**config.mk**
```make
export PLATFORM = sky130hd
export DESIGN_NAME = mult_ctrl_add
export DESIGN_NICKNAME = d
export VERILOG_FILES = /design/src/rtl/mult_ctrl_add.sv
export SDC_FILE = /design/constraint.sdc
export NUM_CORES = 1
export LEC_CHECK = 0
export CAP_MARGIN = 25
export CORE_ASPECT_RATIO = 1.25
export CORE_MARGIN = 4
export CORE_UTILIZATION = 30
export DETAILED_ROUTE_END_ITERATION = 8
export MAX_ROUTING_LAYER = met4
export PLACE_DENSITY_LB_ADDON = 0.2
export SLEW_MARGIN = 25
export SYNTH_ARGS = -nofsm -noshare
export SYNTH_HDL_FRONTEND = slang
export SYNTH_SLANG_ARGS = --single-unit
```
**constraint.sdc**
```tcl
create_clock -name clk -period 6 [get_ports clk]
set_clock_uncertainty 0.15 [all_clocks]
set_input_delay 1.5 -clock clk [delete_from_list [all_inputs] [get_ports clk]]
set_output_delay 1.5 -clock clk [all_outputs]
set_load 0.05 [all_outputs]
```
**src/rtl/mult_ctrl_add.sv**
```systemverilog
// mult_ctrl_add: control and add stage of an N-bit shift-add multiplier.
// Latches the operands, adds the multiplicand into the accumulator when the
// current multiplier LSB is set, hands {acc,q} to the downstream shift stage,
// strobes its active-low start, reads the shifted pair back, and after N
// iterations presents the 2N-bit product.
//
// Ports:
//   clk, rst          clock, synchronous active-high reset
//   start             operation request, sampled only when idle
//   x, y              multiplicand / multiplier, latched on accept
//   sh_acc_o, sh_q_o  accumulator / multiplier presented to the shift stage
//   sh_start_n        low for one cycle to make the shift stage shift
//   sh_acc_i, sh_q_i  shifted accumulator / multiplier from the shift stage
//   busy              high from accept through the done cycle
//   done              one-cycle pulse when product is valid
//   product           result, held until overwritten by the next result
module mult_ctrl_add #(
   parameter int unsigned N = 4
) (
   input  logic           clk,
   input  logic           rst,
   input  logic           start,
   input  logic [N-1:0]   x,
   input  logic [N-1:0]   y,
   output logic [N:0]     sh_acc_o,
   output logic [N-1:0]   sh_q_o,
   output logic           sh_start_n,
   input  logic [N:0]     sh_acc_i,
   input  logic [N-1:0]   sh_q_i,
   output logic           busy,
   output logic           done,
   output logic [2*N-1:0] product
);

   localparam int unsigned AW = N + 1;
   localparam int unsigned PW = 2 * N;
   localparam int unsigned CW = (N > 1) ? $clog2(N) : 1;

   typedef enum logic [2:0] {
      IDLE  = 3'd0,
      ADD   = 3'd1,
      SHIFT = 3'd2,
      CAPT  = 3'd3,
      DONE  = 3'd4
   } state_e;

   state_e          state_q;
   logic [N-1:0]    m_q;
   logic [AW-1:0]   acc_q;
   logic [N-1:0]    q_q;
   logic [CW-1:0]   cnt_q;
   logic            sh_start_n_q;
   logic            busy_q;
   logic            done_q;
   logic [PW-1:0]   product_q;

   // FSM and datapath; the strobe/status outputs are registered from the
   // state being entered so they line up exactly with that state.
   always_ff @(posedge clk) begin
      if (rst) begin
         state_q      <= IDLE;
         m_q          <= '0;
         acc_q        <= '0;
         q_q          <= '0;
         cnt_q        <= '0;
         sh_start_n_q <= 1'b1;
         busy_q       <= 1'b0;
         done_q       <= 1'b0;
         product_q    <= '0;
      end else begin
         unique case (state_q)
            IDLE: begin
               if (start) begin
                  m_q     <= x;
                  acc_q   <= '0;
                  q_q     <= y;
                  cnt_q   <= '0;
                  busy_q  <= 1'b1;
                  state_q <= ADD;
               end
            end
            ADD: begin
               // acc < 2^N here, so the N+1-bit sum cannot overflow
               if (q_q[0]) begin
                  acc_q <= acc_q + {1'b0, m_q};
               end
               sh_start_n_q <= 1'b0;
               state_q      <= SHIFT;
            end
            SHIFT: begin
               sh_start_n_q <= 1'b1;
               state_q      <= CAPT;
            end
            CAPT: begin
               acc_q <= sh_acc_i;
               q_q   <= sh_q_i;
               if (cnt_q == CW'(N - 1)) begin
                  product_q <= {sh_acc_i[N-1:0], sh_q_i};
                  done_q    <= 1'b1;
                  state_q   <= DONE;
               end else begin
                  cnt_q   <= cnt_q + CW'(1);
                  state_q <= ADD;
               end
            end
            DONE: begin
               done_q  <= 1'b0;
               busy_q  <= 1'b0;
               state_q <= IDLE;
            end
            default: begin
               sh_start_n_q <= 1'b1;
               busy_q       <= 1'b0;
               done_q       <= 1'b0;
               state_q      <= IDLE;
            end
         endcase
      end
   end

   assign sh_acc_o   = acc_q;
   assign sh_q_o     = q_q;
   assign sh_start_n = sh_start_n_q;
   assign busy       = busy_q;
   assign done       = done_q;
   assign product    = product_q;

endmodule

```
# == Word level (Yosys, flattened, before mapping) ==
# Cells that the tools add are included.
# totals
in_bits,20
wordCells,51
out_inout_bits,20
register_bits,29
# op_classes
n_addsub,2
muxes,16
eq_ne,9
n_reduce_logical,13
bitwise_logic,2
# op_table
operator,n
$pmux W5 S3,1
$pmux W3 S4,1
$mux W5,2
$reduce_and A2 Y1,5
$reduce_or A3 Y1,3
$ne A2 B2 Y1 const B,4
$pmux W4 S2,1
$eq A3 B2 Y1 const B,2
$mux W3,2
$pmux W1 S2,3
$reduce_and A3 Y1,2
$add A5 B4 Y5,1
$mux W2,2
$mux W4,1
$pmux W2 S2,1
$eq A3 B1 Y1 const B,1
$eq A3 B3 Y1 const B,1
$logic_not A3 Y1,1
$reduce_bool A3 Y1,1
$add A2 B1 Y2 const B,1
$eq A2 B2 Y1 const B,1
$mux W1,2
$not A1 Y1,2
$reduce_bool A2 Y1,1

# == Logic depth before layout (Yosys ltp) ==
# Gate-level depths: netlist (run 1).
# depth
depth_word,4
depth_mapped,7
ltp_nobuf,6

# == Least setup slack after synthesis (run 1) ==
# No wires, ideal clock.
# synth_timing
kind,input port to flip-flop
startpoint,in start
endpoint,"reg q_q[2], in the netlist sh_q_o[2]"
path_slack_ns,3.223
required_ns,5.764
setup_time_ns,0.086
cell_stages,5
t_arrival_ns,2.542
n_path_buf,2
cell_sequence,or4b_4 buf_6 buf_12 mux2i_1 a211oi_1
# synth_via
elab_chain_cells,2
# synth_rtl
element,line_no,text
start: declaration,22,"input logic start,"
$ne A2 B2 Y1 (no source line),-,
$reduce_and A2 Y1 (no source line),-,
end signal: assignment,76,q_q <= y;
end signal: assignment,96,q_q <= sh_q_i;
end: declaration,50,logic [N-1:0] q_q;
# Every way passes these cells.
# A chain may end at the register's enable or synchronous reset.

# == Final worst setup path (run 1) ==
# layout_timing
startpoint,"reg q_q[0], in the netlist sh_q_o[0]"
endpoint,out sh_q_o[0]
# layout_lines
element,line_no,text
end: declaration,26,"output logic [N-1:0] sh_q_o,"
# No word-level cell between the ends.

==> flow_summary.html, run 1 <==
<table>
<tr><th>Metric</th><th>Value</th></tr>
<tr><th colspan="2">Yosys</th></tr>
<tr><td>Compound-gate portion of the synthesized area</td><td>approximately 16%</td></tr>
<tr><td>Cell accounting for the most synthesized area</td><td>dfxtp_1</td></tr>
<tr><td>Most used standard cell by instance count after synthesis</td><td>dfxtp_1</td></tr>
<tr><td>Number of distinct library cell variants in the gate-level netlist after synthesis</td><td>39</td></tr>
<tr><td>Post-synthesis share of cell area spent on and, or, nand and nor gates</td><td>between 20% and 30%</td></tr>
<tr><td>Parity-gate share of the synthesized area counting xor and xnor cells</td><td>around 1.3%</td></tr>
<tr><td>Register area share after synthesis</td><td>41.6%</td></tr>
<tr><td>Share of synthesized cell area in full adder, half adder and majority cells</td><td>between 5 and 6%</td></tr>
<tr><td>Post-synthesis instance area</td><td>1400 um2</td></tr>
<tr><td>Flip-flop and latch count after synthesis</td><td>29</td></tr>
<tr><td>Yosys synthesis warning count</td><td>0</td></tr>
<tr><td>Top flip-flop cell by instance count after synthesis</td><td>dfxtp_1</td></tr>
<tr><td>Post-Syn Nets</td><td>between 150 and 200</td></tr>
<tr><td>Combinational family with the most area after synthesis</td><td>simple AND/OR/NAND/NOR gates</td></tr>
<tr><td>Multiplexer share of the synthesized area</td><td>under 10%</td></tr>
<tr><td>Top post-synthesis cells by area</td><td>dfxtp_1 42%, a21oi_1 6.1%, mux2i_1 5.7%</td></tr>
<tr><td>Most frequent cells after synthesis</td><td>29 x dfxtp_1, 21 x nand2_1, 17 x a21oi_1, 17 x nor2_1, 9 x nand3_1</td></tr>
<tr><td>Top-area cell type share of the netlist area</td><td>between 40% and 50%</td></tr>
<tr><td>Synthesized area per cell</td><td>around 8.8 um2</td></tr>
<tr><td>Number of flops mapped to enable cells by yosys</td><td>0</td></tr>
<tr><td>Share of synthesized registers carrying an async set or reset</td><td>0%</td></tr>
<tr><td>Cells after synthesis</td><td>158</td></tr>
<tr><th colspan="2">Final layout</th></tr>
<tr><td>Count of antenna diodes in the layout</td><td>0</td></tr>
<tr><td>Storage element area</td><td>581 um2</td></tr>
<tr><td>Non-filler instance count after layout</td><td>between 200 and 300</td></tr>
<tr><td>Share of final-layout standard cells stronger than drive strength 1</td><td>under 10%</td></tr>
<tr><td>Fill cells</td><td>457</td></tr>
<tr><td>Post-synthesis to final-layout area growth</td><td>32.7%</td></tr>
<tr><td>Post-route core utilization</td><td>roughly two fifths</td></tr>
<tr><td>Multi-input combinational cell area</td><td>731 um2</td></tr>
<tr><td>Nets@finish</td><td>219</td></tr>
<tr><td>Summed area of non-filler cells in the final layout</td><td>around 1900 um2</td></tr>
<tr><th colspan="2">Critical path</th></tr>
<tr><td>CP arrival</td><td>1560 ps</td></tr>
<tr><td>Type of element capturing the critical path</td><td>output pin</td></tr>
<tr><td>Crit path max fanout</td><td>6</td></tr>
<tr><td>WP data required</td><td>~4400 ps</td></tr>
<tr><td>Largest delay share family, worst path</td><td>buffers and inverters</td></tr>
<tr><td>Classification of the worst setup path</td><td>flop to output pin</td></tr>
<tr><td>Number of buffer and inverter instances along the worst setup path</td><td>1</td></tr>
<tr><td>Crit path launch type</td><td>flop</td></tr>
<tr><td>Peak per-stage delay on the critical path</td><td>roughly 850 ps</td></tr>
<tr><td>Worst path slowest cell</td><td>clkdlybuf4s50_1</td></tr>
<tr><td>Cells traversed along the worst timing path</td><td>clkdlybuf4s50_1</td></tr>
<tr><th colspan="2">Timing</th></tr>
<tr><td>Final hold viol count</td><td>0</td></tr>
<tr><td>Transition time of the tightest slew-check pin</td><td>slightly above 700 ps</td></tr>
<tr><td>Unrepaired setup endpoints after global routing</td><td>false</td></tr>
<tr><td>Final worst path period share</td><td>53.4%</td></tr>
<tr><td>Total setup violations reported at the end of the flow</td><td>0</td></tr>
<tr><td>Worst-case headroom to the max-slew limit</td><td>between 50% and 60%</td></tr>
<tr><td>Setup tns final</td><td>0 ps</td></tr>
<tr><td>Clock period minus worst slack</td><td>3210 ps</td></tr>
<tr><td>Max-slew violation total from the final report</td><td>0</td></tr>
<tr><td>Maximum clock frequency</td><td>0.312 GHz</td></tr>
<tr><th colspan="2">GRT</th></tr>
<tr><td>Global routing usage summed across all routing layers</td><td>a little over an eighth</td></tr>
<tr><td>First-pass GRT wire length</td><td>6260 um</td></tr>
<tr><td>Pin count of the biggest net entering global routing</td><td>30</td></tr>
<tr><td>Initial antenna violation count</td><td>0</td></tr>
<tr><td>Number of global-route vias before repair</td><td>between 1000 and 1500</td></tr>
<tr><td>Total congestion overflow after global routing</td><td>0</td></tr>
<tr><th colspan="2">Die</th></tr>
<tr><td>Area of the placeable core</td><td>about 4500 um2</td></tr>
<tr><td>Number of placed I/O pins</td><td>40</td></tr>
<tr><td>Row Count</td><td>27</td></tr>
<tr><td>DIE AREA</td><td>a little under 6000 um2</td></tr>
<tr><td>Die extent in x</td><td>roughly 69 um</td></tr>
<tr><td>Initial Utilization</td><td>31.3%</td></tr>
<tr><td>Vertical die dimension</td><td>around 84 um</td></tr>
<tr><th colspan="2">Placement</th></tr>
<tr><td>Weighted congestion at the end of routability-driven global placement</td><td>between 0.7 and 0.8</td></tr>
<tr><td>Cell Area, Placed</td><td>between 1500 and 2000 um2</td></tr>
<tr><td>Estimated wirelength of the detail-placed design</td><td>2610 um</td></tr>
<tr><td>Buffers added on ports</td><td>39</td></tr>
<tr><td>Number of instances in the placed design</td><td>around 240</td></tr>
<tr><th colspan="2">Min path</th></tr>
<tr><td>Worst hold path class</td><td>flop to flop</td></tr>
<tr><th colspan="2">Run</th></tr>
<tr><td>Max_cap viols</td><td>0</td></tr>
<tr><th colspan="2">CTS</th></tr>
<tr><td>Cts-stage hold buffer count</td><td>0</td></tr>
<tr><td>H-tree depth reported by CTS</td><td>2</td></tr>
<tr><td>Worst-path clk slew</td><td>about 60 ps</td></tr>
<tr><td>Latest clock arrival within the worst-skew pair</td><td>280 ps</td></tr>
<tr><td>Max Root-Sink Buffers</td><td>2</td></tr>
<tr><td># resized after CTS</td><td>0</td></tr>
<tr><td>Number of buffers added by the clock tree synthesis step</td><td>5</td></tr>
<tr><td>Count of buffers added by post-CTS timing repair for setup</td><td>0</td></tr>
<tr><td>CTS tree</td><td>built</td></tr>
<tr><td>Buffer type at the clock tree root</td><td>clkbuf_8</td></tr>
<tr><td>Total number of clock tree sinks</td><td>29</td></tr>
<tr><th colspan="2">Routing</th></tr>
<tr><td>Via Count</td><td>between 1000 and 1500</td></tr>
<tr><td>Post-route DRC</td><td>0</td></tr>
<tr><td>WL final</td><td>about 3600 um</td></tr>
<tr><td>Violation count after the first detailed-route iteration</td><td>47</td></tr>
<tr><td>DR pass1 iterations</td><td>4</td></tr>
<tr><td>Antenna viol nets, final</td><td>0</td></tr>
<tr><td>Final routed wire length divided by cell count</td><td>around 14 um</td></tr>
<tr><td>Post-detailed-route via-to-cell ratio</td><td>approximately 4.9</td></tr>
<tr><th colspan="2">Power</th></tr>
<tr><td>Largest voltage drop on the vdd net</td><td>between 0.0001 and 0.00015 V</td></tr>
<tr><td>Total power per unit cell area</td><td>around 270 nW/um2</td></tr>
<tr><td>Final Total Pwr</td><td>0.503 mW</td></tr>
<tr><td>Total leakage power</td><td>0.700 nW</td></tr>
<tr><th colspan="2">Outcome</th></tr>
<tr><td>Status</td><td>finished, final reports clean</td></tr>
</table>
==> sequential cells by signal, summed over array words and instances (netlist names) <==
register and count:
busy 1, cnt_q 2, done 1, m_q 4, product 8, sh_acc_o 5
sh_q_o 4, sh_start_n 1, state_q 3
==> area by class of cell <==
class | count | area share (%)
Clock buffer | 8 | 4.32
Tap cell | 58 | 3.92
Sequential cell | 29 | 31.3
Multi-Input combinational cell | 117 | 39.4
Timing Repair Buffer | 39 | 20.8
Inverter | 1 | 0.203
==> per-stage QoR <==
step,hold WS [ps],setup slack (ps)
finish,305,2790
global route,328,2750
CTS,311,2780
detailed placement,300,2640
global placement,295,2720
floorplan,303,3220
==> cell usage in the layout (no fill, tap or decap) <==
master and count:
a21oi_1 17, nand3b_1 1, a32oi_1 1, a41oi_1 1, nand2_1 21, clkbuf_1 3
and2b_2 1, inv_1 1, a21o_1 1, ha_1 5, dfxtp_1 29, or4b_2 1
o21ai_0 5, mux2i_1 8, nor3b_1 1, or4b_4 1, xnor2_1 2, nand2b_1 1
nor2b_1 1, and3b_1 1, o21ai_4 1, clkdlybuf4s50_1 38, a311oi_1 1, nor3_1 6
and3_1 1, nand3_1 9, o22a_1 1, fa_1 1, clkbuf_8 5, o21bai_1 1
a31oi_1 1, nand4_1 1, buf_2 1, or2b_2 1, mux2_2 2, a211oi_1 5
nor2_1 17
==> report_power, final <==
part | switching, mW | internal (mW) | leakage, nW
logic | 0.0705 | 0.0549 | 0.424
registers | 0.0185 | 0.206 | 0.236
clock network | 0.0712 | 0.0822 | 0.0395
==> cell families after synthesis <==
| logic type | count (synthesis) |
|---|---|
| AOI/OAI and AO/OA | 35 |
| xor gates and xnor gates | 2 |
| adders and majority gates | 6 |
| buffers and inverters | 12 |
| DFF | 29 |
| muxes | 10 |
| and+or+nand+nor | 64 |
==> layer usage <==
layer	vias up	wire [um]	GRT usage [%]
met2	33	1770	22.7
li1	622	-	-
met5	-	0	-
met1	578	1570	14.7
met3	5	156	4.31
met4	0	76	6.22
==> path summary, 6_finish.rpt <==
check                           slack [ps]                startpoint  cells after the start                        to
worst min-delay path                   310   product[6]$_SDFFE_PP0P_                      2   product[6]$_SDFFE_PP0P_
worst max register to register        3600  sh_acc_o[0]$_SDFFE_PP0P_                      6  sh_acc_o[4]$_SDFFE_PP0P_
worst min register to register         310   product[6]$_SDFFE_PP0P_                      2   product[6]$_SDFFE_PP0P_
worst max-delay path                  2790    sh_q_o[0]$_SDFFE_PP0P_                      1                 sh_q_o[0]
Note: power is estimated with default switching activity, not from simulation.
==> run 2, diff against run 1 <==
==> constraint.sdc (replaced) <==
create_clock -name clk -period 3.1 [get_ports clk]
set_clock_uncertainty 0.15 [all_clocks]
set_input_delay 0.775 -clock clk [delete_from_list [all_inputs] [get_ports clk]]
set_output_delay 0.775 -clock clk [all_outputs]
set_load 0.05 [all_outputs]
==> flow_summary.html, run 2 (synthesis gave the netlist of run 1 again) <==
<table>
<tr><th>Metric</th><th>Value</th></tr>
<tr><th colspan="2">Outcome</th></tr>
<tr><td>Status</td><td>finished, final reports clean</td></tr>
<tr><th colspan="2">CTS</th></tr>
<tr><td># resized after CTS</td><td>0 (unchanged)</td></tr>
<tr><td>CTS tree</td><td>built</td></tr>
<tr><td>Cts-stage hold buffer count</td><td>0 (unchanged)</td></tr>
<tr><td>Max Root-Sink Buffers</td><td>2 (unchanged)</td></tr>
<tr><td>Latest clock arrival within the worst-skew pair</td><td>270 ps (about the same)</td></tr>
<tr><td>Count of buffers added by post-CTS timing repair for setup</td><td>0 (unchanged)</td></tr>
<tr><td>Total number of clock tree sinks</td><td>29 (unchanged)</td></tr>
<tr><td>H-tree depth reported by CTS</td><td>2 (unchanged)</td></tr>
<tr><td>Number of buffers added by the clock tree synthesis step</td><td>5 (unchanged)</td></tr>
<tr><td>Worst-path clk slew</td><td>60 ps (about the same)</td></tr>
<tr><td>Buffer type at the clock tree root</td><td>clkbuf_8</td></tr>
<tr><th colspan="2">Critical path</th></tr>
<tr><td>CP arrival</td><td>1530 ps (-30 ps)</td></tr>
<tr><td>Slack of the worst reg-to-reg path</td><td>730 ps (-2870 ps)</td></tr>
<tr><td>Cells traversed along the worst timing path</td><td>clkdlybuf4s50_1</td></tr>
<tr><td>Peak per-stage delay on the critical path</td><td>840 ps (about the same)</td></tr>
<tr><td>R2r startpoint</td><td>sh_acc_o[0]$_SDFFE_PP0P_</td></tr>
<tr><td>Crit path launch type</td><td>flop</td></tr>
<tr><td>WP data required</td><td>2170 ps (-2180 ps)</td></tr>
<tr><td>Classification of the worst setup path</td><td>flop to output pin</td></tr>
<tr><td>Worst path slowest cell</td><td>clkdlybuf4s50_1</td></tr>
<tr><td>Largest delay share family, worst path</td><td>buffers and inverters</td></tr>
<tr><td>Crit path max fanout</td><td>6 (unchanged)</td></tr>
<tr><td>Type of element capturing the critical path</td><td>output pin</td></tr>
<tr><td>Endpoint of the lowest-slack register-to-register path</td><td>sh_acc_o[4]$_SDFFE_PP0P_</td></tr>
<tr><td>Number of buffer and inverter instances along the worst setup path</td><td>1 (unchanged)</td></tr>
<tr><td>Count of cells along the worst register-to-register path</td><td>6 (unchanged)</td></tr>
<tr><th colspan="2">Timing</th></tr>
<tr><td>Clock period minus worst slack</td><td>between 2000 and 2500 ps</td></tr>
<tr><td>Total setup violations reported at the end of the flow</td><td>0 (unchanged)</td></tr>
<tr><td>Setup tns final</td><td>0 ps (unchanged)</td></tr>
<tr><td>Final worst path period share</td><td>~79%</td></tr>
<tr><td>Final hold viol count</td><td>0 (unchanged)</td></tr>
<tr><td>Final hold slack</td><td>309 ps (+3.40 ps)</td></tr>
<tr><td>Worst-case headroom to the max-slew limit</td><td>48.1% (-3.8 points)</td></tr>
<tr><td>Unrepaired setup endpoints after global routing</td><td>false</td></tr>
<tr><td>Maximum clock frequency</td><td>between 0.4 and 0.5 GHz</td></tr>
<tr><td>Transition time of the tightest slew-check pin</td><td>777 ps (+57.0 ps)</td></tr>
<tr><td>Max-slew violation total from the final report</td><td>0 (unchanged)</td></tr>
<tr><th colspan="2">Final layout</th></tr>
<tr><td>Fill cells</td><td>475 (+3.9%)</td></tr>
<tr><td>Leading cell type in the layout, fill and taps excluded</td><td>clkdlybuf4s50_1</td></tr>
<tr><td>Highest-count cells in the layout ignoring fill and taps</td><td>39 x clkdlybuf4s50_1, 29 x dfxtp_1, 21 x nand2_1</td></tr>
<tr><td>Non-filler instance count after layout</td><td>252 (unchanged)</td></tr>
<tr><td>Nets@finish</td><td>220 (+0.46%)</td></tr>
<tr><td>Count of antenna diodes in the layout</td><td>0 (unchanged)</td></tr>
<tr><td>Post-synthesis to final-layout area growth</td><td>34.1%</td></tr>
<tr><td>Flip-flop count of the largest register after layout</td><td>8 (unchanged)</td></tr>
<tr><td>Share of final-layout standard cells stronger than drive strength 1</td><td>7.22% (+0.52 points)</td></tr>
<tr><th colspan="2">Routing</th></tr>
<tr><td>Final routed wire length divided by cell count</td><td>13.9 um (-2.0%)</td></tr>
<tr><td>WL final</td><td>3510 um (-2.0%)</td></tr>
<tr><td>DR pass1 iterations</td><td>4 (unchanged)</td></tr>
<tr><td>Antenna viol nets, final</td><td>0 (unchanged)</td></tr>
<tr><td>Post-detailed-route via-to-cell ratio</td><td>4.98 (+1.4%)</td></tr>
<tr><td>Post-route DRC</td><td>0 (unchanged)</td></tr>
<tr><td>Via Count</td><td>1255 (+1.4%)</td></tr>
<tr><td>Violation count after the first detailed-route iteration</td><td>39 (-17%)</td></tr>
<tr><th colspan="2">Power</th></tr>
<tr><td>Total leakage power</td><td>0.709 nW (+1.4%)</td></tr>
<tr><td>Largest voltage drop on the vdd net</td><td>0.000193 V (+91%)</td></tr>
<tr><td>Total power per unit cell area</td><td>526 nW/um2 (+94%)</td></tr>
<tr><td>Final Total Pwr</td><td>0.984 mW (+96%)</td></tr>
<tr><th colspan="2">GRT</th></tr>
<tr><td>Total congestion overflow after global routing</td><td>0 (unchanged)</td></tr>
<tr><td>Pin count of the biggest net entering global routing</td><td>30 (unchanged)</td></tr>
<tr><td>Global routing usage summed across all routing layers</td><td>12.7% (-0.95 points)</td></tr>
<tr><td>Number of global-route vias before repair</td><td>1265 (-5.3%)</td></tr>
<tr><td>First-pass GRT wire length</td><td>5820 um (-7.1%)</td></tr>
<tr><td>Initial antenna violation count</td><td>0 (unchanged)</td></tr>
<tr><th colspan="2">Die</th></tr>
<tr><td>Row Count</td><td>27 (unchanged)</td></tr>
<tr><td>Number of placed I/O pins</td><td>40 (unchanged)</td></tr>
<tr><td>Vertical die dimension</td><td>84.3 um (unchanged)</td></tr>
<tr><td>DIE AREA</td><td>5820 um2 (unchanged)</td></tr>
<tr><td>Area of the placeable core</td><td>4460 um2 (unchanged)</td></tr>
<tr><td>Initial Utilization</td><td>31.3% (unchanged)</td></tr>
<tr><td>Die extent in x</td><td>69.0 um (unchanged)</td></tr>
<tr><th colspan="2">Placement</th></tr>
<tr><td>Estimated wirelength of the detail-placed design</td><td>2560 um (-2.0%)</td></tr>
<tr><td>Weighted congestion at the end of routability-driven global placement</td><td>0.780 (about the same)</td></tr>
<tr><td>Number of instances in the placed design</td><td>245 (+0.41%)</td></tr>
<tr><td>Buffers added on ports</td><td>39 (unchanged)</td></tr>
<tr><th colspan="2">Min path</th></tr>
<tr><td>Worst hold path class</td><td>flop to flop</td></tr>
<tr><td>Cells on Worst Hold Path</td><td>2 (unchanged)</td></tr>
<tr><td>Worst min-delay path startpoint</td><td>product[6]$_SDFFE_PP0P_</td></tr>
<tr><td>Hold worst-path end</td><td>product[6]$_SDFFE_PP0P_</td></tr>
<tr><th colspan="2">Run</th></tr>
<tr><td>Max_cap viols</td><td>0 (unchanged)</td></tr>
</table>
==> run 2: layout make-up <==
type | instances | area, um2 | share of cell area [%]
inverter | 1 | 3.75 | 0.201
clock buffer | 7 | 86.3 | 4.61
sequential | 29 | 581 | 31.0
multi-input combinational | 117 | 731 | 39.0
tap | 58 | 72.6 | 3.88
timing repair buffer | 40 | 398 | 21.3
==> run 2: report_power, final <==
group / total (mW) / internal [mW] / leakage, nW / switching (mW)
Sequential: 0.435 / 0.398 / 0.236 / 0.0366
Combinational: 0.244 / 0.108 / 0.429 / 0.137
Clock: 0.306 / 0.176 / 0.0443 / 0.130
Total: 0.984 / 0.681 / 0.709 / 0.303
==> run 2: how the worst max path moves through the flow <==
stage | cells after the start | end | start
after floorplan | 6 | sh_acc_o[4]$_SDFFE_PP0P_ | sh_acc_o[0]$_SDFFE_PP0P_
after global placement | 4 | sh_acc_o[3]$_SDFFE_PP0P_ | start
after detailed placement | 4 | sh_q_o[1]$_SDFFE_PP0P_ | start
after CTS | 1 | sh_q_o[0] | sh_q_o[0]$_SDFFE_PP0P_
after global routing | 1 | sh_q_o[0] | sh_q_o[0]$_SDFFE_PP0P_
final | 1 | sh_q_o[0] | sh_q_o[0]$_SDFFE_PP0P_
==> run 2: through the flow <==
step	util (%)	instance area, um2	setup slack [ps]
global route	42.0	1870	585
detailed placement	40.0	1790	507
floorplan	-	1400	662
CTS	42.0	1870	614
finish	42.0	1870	641
global placement	40.0	1790	581
==> run 2: tightest hold or removal path, cell delays in order, from the launching register on <==
cell	delay, ps
dfxtp_1	310
nand2_1	50
a21oi_1	50
==> run 2: metal layers <==
| metal | vias to the layer above | routed length (um) | global-route usage [%] |
|---|---|---|---|
| met1 | 594 | 1540 | 13.3 |
| met4 | 0 | 70 | 5.86 |
| li1 | 625 | - | - |
| met5 | - | 0 | - |
| met2 | 29 | 1770 | 21.5 |
| met3 | 7 | 131 | 3.95 |
